<file path="config.mk">
export PLATFORM = sky130hd
export DESIGN_NAME = serial_subtractor
export DESIGN_NICKNAME = d
export VERILOG_FILES = /design/src/rtl/serial_subtractor.sv
export SDC_FILE = /design/constraint.sdc
export NUM_CORES = 1
export LEC_CHECK = 0
export CAP_MARGIN = 10
export CORE_ASPECT_RATIO = 2
export CORE_UTILIZATION = 35
export CTS_CLUSTER_SIZE = 40
export DETAILED_ROUTE_END_ITERATION = 8
export HOLD_SLACK_MARGIN = 0.1
export RECOVER_POWER = 25
export REMOVE_ABC_BUFFERS = 1
export SYNTH_ARGS = -nofsm -noshare
export SYNTH_HDL_FRONTEND = slang
export SYNTH_SLANG_ARGS = --single-unit
</file>
<file path="constraint.sdc">
create_clock -name clk -period 1.9 [get_ports clk]
set_clock_uncertainty 0.2 [all_clocks]
set_input_delay 0.38 -clock clk [delete_from_list [all_inputs] [get_ports clk]]
set_output_delay 0.38 -clock clk [all_outputs]
set_load 0.02 [all_outputs]
</file>
<file path="src/rtl/serial_subtractor.sv">
// Bit-serial subtractor: diff = a - b, one bit per clock LSB first, using a single borrow flip-flop.
// Optional signed-overflow output is enabled by defining SERIAL_SUB_OVF_EN.
module serial_subtractor #(
  parameter int WIDTH = 4
) (
  input  logic             clk,
  input  logic             rst,
  input  logic             start,
  input  logic [WIDTH-1:0] a,
  input  logic [WIDTH-1:0] b,
  output logic             busy,
  output logic             done,
  output logic [WIDTH-1:0] diff,
  output logic             bout
`ifdef SERIAL_SUB_OVF_EN
  ,
  output logic             ovf
`endif
);

  localparam int CNT_W = $clog2(WIDTH);
  localparam logic [CNT_W-1:0] LAST = CNT_W'(WIDTH - 1);

  typedef enum logic [1:0] {
    IDLE = 2'd0,
    RUN  = 2'd1,
    DONE = 2'd2
  } state_t;

  state_t           state_q;
  logic [WIDTH-1:0] a_q;
  logic [WIDTH-1:0] b_q;
  logic [WIDTH-1:0] res_q;
  logic             br_q;
  logic [CNT_W-1:0] cnt_q;
  logic             busy_q;
  logic             done_q;
  logic [WIDTH-1:0] diff_q;
  logic             bout_q;

  logic             dbit_d;
  logic             br_d;
  logic [WIDTH-1:0] res_d;
  logic [WIDTH-1:0] a_d;
  logic [WIDTH-1:0] b_d;

  function automatic logic sub_bit(input logic ai, input logic bi, input logic br);
    return ai ^ bi ^ br;
  endfunction

  function automatic logic sub_borrow(input logic ai, input logic bi, input logic br);
    return (~ai & bi) | (~(ai ^ bi) & br);
  endfunction

  // One full-subtractor slice on the current operand LSBs; result fills from the MSB end.
  always_comb begin
    dbit_d = sub_bit(a_q[0], b_q[0], br_q);
    br_d   = sub_borrow(a_q[0], b_q[0], br_q);
    res_d  = {dbit_d, res_q[WIDTH-1:1]};
    a_d    = {1'b0, a_q[WIDTH-1:1]};
    b_d    = {1'b0, b_q[WIDTH-1:1]};
  end

`ifdef SERIAL_SUB_OVF_EN
  logic a_msb_q;
  logic b_msb_q;
  logic ovf_q;
  logic ovf_d;

  // The final slice produces the result MSB, so overflow is known on the completing edge.
  always_comb begin
    ovf_d = (a_msb_q ^ b_msb_q) & (dbit_d ^ a_msb_q);
  end

  always_ff @(posedge clk or posedge rst) begin
    if (rst) begin
      a_msb_q <= 1'b0;
      b_msb_q <= 1'b0;
      ovf_q   <= 1'b0;
    end else begin
      if (state_q != RUN && start) begin
        a_msb_q <= a[WIDTH-1];
        b_msb_q <= b[WIDTH-1];
      end
      if (state_q == RUN && cnt_q == LAST) begin
        ovf_q <= ovf_d;
      end
    end
  end

  assign ovf = ovf_q;
`endif

  always_ff @(posedge clk or posedge rst) begin
    if (rst) begin
      state_q <= IDLE;
      a_q     <= '0;
      b_q     <= '0;
      res_q   <= '0;
      br_q    <= 1'b0;
      cnt_q   <= '0;
      busy_q  <= 1'b0;
      done_q  <= 1'b0;
      diff_q  <= '0;
      bout_q  <= 1'b0;
    end else begin
      case (state_q)
        IDLE, DONE: begin
          done_q <= 1'b0;
          if (start) begin
            a_q     <= a;
            b_q     <= b;
            res_q   <= '0;
            br_q    <= 1'b0;
            cnt_q   <= '0;
            busy_q  <= 1'b1;
            state_q <= RUN;
          end else begin
            state_q <= IDLE;
          end
        end
        RUN: begin
          a_q   <= a_d;
          b_q   <= b_d;
          res_q <= res_d;
          br_q  <= br_d;
          cnt_q <= cnt_q + 1'b1;
          // Published outputs change only here, so partial results never leak out.
          if (cnt_q == LAST) begin
            diff_q  <= res_d;
            bout_q  <= br_d;
            busy_q  <= 1'b0;
            done_q  <= 1'b1;
            state_q <= DONE;
          end
        end
        default: begin
          busy_q  <= 1'b0;
          done_q  <= 1'b0;
          state_q <= IDLE;
        end
      endcase
    end
  end

  assign busy = busy_q;
  assign done = done_q;
  assign diff = diff_q;
  assign bout = bout_q;

endmodule

</file>
==> out/results.txt <==
The run finished with clean final reports. Final hold analysis gives a worst-case slack of 0.2831 ns. H-tree depth: 1.

The tools report the total leakage power as 0.6130 nW. Setup repair after global routing left no endpoint under its margin. The element type at the critical path end was an output port. Per report_power, the sequential group accounts for 39.7% of the total. The diode insertion count for antenna repair came out at 0. The most common cell in the synthesized netlist is sky130_fd_sc_hd__dfrtp_1. The detail route stage leaves a number of antenna-violating nets equal to 0. The run gives 0 as the number of pins with negative max-slew slack in the final report.

The logs give 0.6910 for the placer congestion estimate and 793 for the via count of the first global-routing pass. For the number of setup violations in the final report, the log shows 0. The total clock buffers created by CTS was 3. Ranked by total cell area, the synthesized netlist is headed by sky130_fd_sc_hd__dfrtp_1 (50%), sky130_fd_sc_hd__mux2i_1 (7.2%), sky130_fd_sc_hd__a211oi_1 (4.1%).

The share of synthesized area in the top cell type comes to 49.66%. Of the total power, combinational logic draws 46.9%. The worst-case IR drop observed on VDD is 0.6032 mV. The number of DRC violations after detailed routing is 0, and the post-synthesis instance area is 1109 um2.

Per report_power, the clock group accounts for 13.4% of the total. At the worst endpoint, the arrival time is 1.25 ns. Relative to the synthesized area, the layout overhead comes to 22.91%. During synthesis, Yosys emitted a total of 0 warnings. Post-CTS repair changed the size of 0 cells.

The endpoint required time on the critical path is 1.32 ns, and the final period utilization is 96.08%. The run gives 49.66% as the post-synthesis sequential area ratio. The number of buffers on the longest clock path came out at 2. The floorplan step set the die width to 41.80 um. The post-route netlist has 16.52% of its cells at a drive strength greater than 1. From bottom edge to top edge, the die measures 81.59 um. The clock net in this run drives a total of 22 sinks. The critical path goes through clkdlybuf4s50_1. The buffers plus inverters on the worst setup path was 1. The category of the worst setup path launch point is a flip-flop. The clock period minus final worst setup slack is 1.826 ns.

Counting flops and latches in the post-synthesis netlist gives 22. The die covers 3410 um2. The run gives 23 as the maximum number of pins on one net before global-route repair.

For this run, asynchronously set or reset flops after synthesis account for 100.0%. The logs give 1324 um2 for the placement-stage cell area and 0 for the initial antenna violation count. For this block, the initial DRC count from the detailed router was 11.

The mean number of vias per cell is 5.248. The tools report the cell internal power dissipation as 1.376 mW. Post-route setup TNS: 0 ns. The tools report the root buffer cell as sky130_fd_sc_hd__clkbuf_8. The run gives 2978 um2 as the area of the placeable core. Top achievable clock speed: 0.5478 GHz. The logs give 779.5 uW for the net switching power of the design and 26 for the number of distinct library cells after synthesis. The number of primary I/O pins was 18; the maximum fanout count along the critical path was 3.

Synthesized instance count: 94. Total congestion overflow: 0. The slowest library cell on the worst path was sky130_fd_sc_hd__clkdlybuf4s50_1. Dividing total power by cell area gives a power density of 1582 nW/um2.

The average footprint of a synthesized cell was 11.79 um2; the HPWL after detailed placement was 1522 um. Before antenna repair, the detailed router went through 2 iterations. Number of hold-repair buffers added at the cts stage: 0.

Sorting the synthesized cells by how often they occur yields sky130_fd_sc_hd__dfrtp_1 (22), sky130_fd_sc_hd__mux2i_1 (8), sky130_fd_sc_hd__a211oi_1 (6), sky130_fd_sc_hd__a21oi_1 (6), sky130_fd_sc_hd__nor2b_1 (6). Most frequently used flop master after synthesis: sky130_fd_sc_hd__dfrtp_1. For this run, the slowest stage of the critical path takes 0.61 ns.

Counting the fill cells in the layout gives 277. The final-stage net count is 130, and the worst-margin pin slew is 0.5650 ns. Across the run, the number of max-cap violations was 0. For the number of buffers inserted by post-CTS setup repair, the log shows 0. TritonCTS built the clock tree.

The initial utilization of the core area, before any placement, comes to 37.23%. Classification of the worst-slack hold path: reg -> reg. The tools report the detailed-route wire length as 2002 um. The global routing usage summed across all routing layers is 13.14%. The run gives 0.35 ns as the register-to-register setup slack. The worst pin sits at a relative slew slack of 62.33%. The run gives 0 as the final count of hold timing violations.

With fillers left out, the area of the finished cells amounts to 1363 um2. The later pin in the worst-skew pair is clocked with a latency of 0.26 ns. Post-synthesis cell type with the largest combined area: sky130_fd_sc_hd__dfrtp_1. The cell family contributing the most delay on the critical path is buffers and inverters. Total power for the finished layout comes to 2.156 mW.

After clock tree synthesis, the clock-pin slew on the worst setup and hold paths is 0.08 ns. Measured on the finished design, the core utilization comes to 45.76%. The post-detailed-route wirelength per cell is 13.81 um, and the number of input and output port buffers inserted is 17. The number of enable-type register cells in the synthesized netlist is 0.

The via count of the routed design was 761. The net switching share of the total power came out at 36.17%. The first global-routing pass estimated 3394 um of wire. The critical setup path kind is reg -> out.

Row generation in the floorplan step produced 28 rows.
## state kept, by name, summed over array words and instances (netlist names)
signal	cells
a_q	4
b_q	4
bout	1
br_q	1
busy	1
cnt_q	2
diff	4
res_q	3
state_q	2
## cells by family (layout without fill, tap and decap cells)
| family | after synthesis | count (layout) | synth area share (%) |
|---|---|---|---|
| compound gates | 22 | 22 | 12.87 |
| flops | 22 | 22 | 49.66 |
| simple gates | 21 | 21 | 12.75 |
| mux | 16 | 16 | 16.03 |
| buf+inv | 11 | 32 | 5.756 |
| fa+ha+maj | 2 | 2 | 2.934 |
## layout by cell type, fill, tap and decap left out, types with 3 or more instances in the layout
cell type | synthesis | layout
sky130_fd_sc_hd__nor2_1 | 3 | 3
sky130_fd_sc_hd__mux2i_1 | 8 | 8
sky130_fd_sc_hd__nor2b_1 | 6 | 6
sky130_fd_sc_hd__clkdlybuf4s50_1 | 0 | 16
sky130_fd_sc_hd__clkbuf_8 | 0 | 3
sky130_fd_sc_hd__o21ai_0 | 5 | 5
sky130_fd_sc_hd__dfrtp_1 | 22 | 22
sky130_fd_sc_hd__inv_1 | 5 | 5
sky130_fd_sc_hd__a21oi_1 | 6 | 6
sky130_fd_sc_hd__a211oi_1 | 6 | 6
sky130_fd_sc_hd__nand2_1 | 4 | 4
sky130_fd_sc_hd__a22o_1 | 3 | 3
sky130_fd_sc_hd__buf_4 | 1 | 6
sky130_fd_sc_hd__mux2_1 | 4 | 4
## path summary, 6_finish.rpt
path                                    startpoint                    to  depth (start not counted)
worst min-delay path              bout$_DFFE_PP0P_      bout$_DFFE_PP0P_                          2
worst min register to register    bout$_DFFE_PP0P_      bout$_DFFE_PP0P_                          2
min in group asynchronous                      rst  res_q[1]$_DFFE_PP0P_                          3
worst max-delay path              busy$_DFFE_PP0P_                  busy                          1
worst max register to register  b_q[0]$_DFFE_PP0P_   diff[3]$_DFFE_PP0P_                          3
max in group asynchronous                      rst   diff[1]$_DFFE_PP0P_                          3
## power by group through the flow
| stage | registers [mW] | clock network (mW) | logic (mW) |
|---|---|---|---|
| after CTS | 0.861 | 0.296 | 1.03 |
| after global routing | 0.893 | 0.311 | 1.10 |
| after floorplan | 0.952 | 0 | 0.568 |
| after global placement | 0.855 | 0 | 0.989 |
| after detailed placement | 0.870 | 0 | 1.02 |
| final | 0.856 | 0.289 | 1.01 |
## metrics by stage
stage,setup slack [ns],std cells
after CTS,0.06051,145
final,0.07444,145
after detailed placement,0.1225,142
after global routing,0.02990,145
after floorplan,0.2378,88
after global placement,0.1839,142
## per-layer routing
layer / part of all wire, % / routed length, um / up-vias / track usage [%]
li1: - / - / 366 / -
met1: 41 / 829 / 377 / 13.78
met2: 53 / 1068 / 13 / 24.22
met3: 2.1 / 43 / 5 / 1.319
met4: 3.0 / 60 / 0 / 8.710
met5: 0 / 0 / - / 0
## cell type report
cell class,instances,area (um2),area share (%)
Timing Repair Buffer,24,220.2,16.16
Inverter,5,18.77,1.377
Multi-Input combinational cell,61,494.2,36.27
Clock buffer,3,41.29,3.030
Tap cell,30,37.54,2.755
Sequential cell,22,550.5,40.40
(Power assumes the default switching activity.)
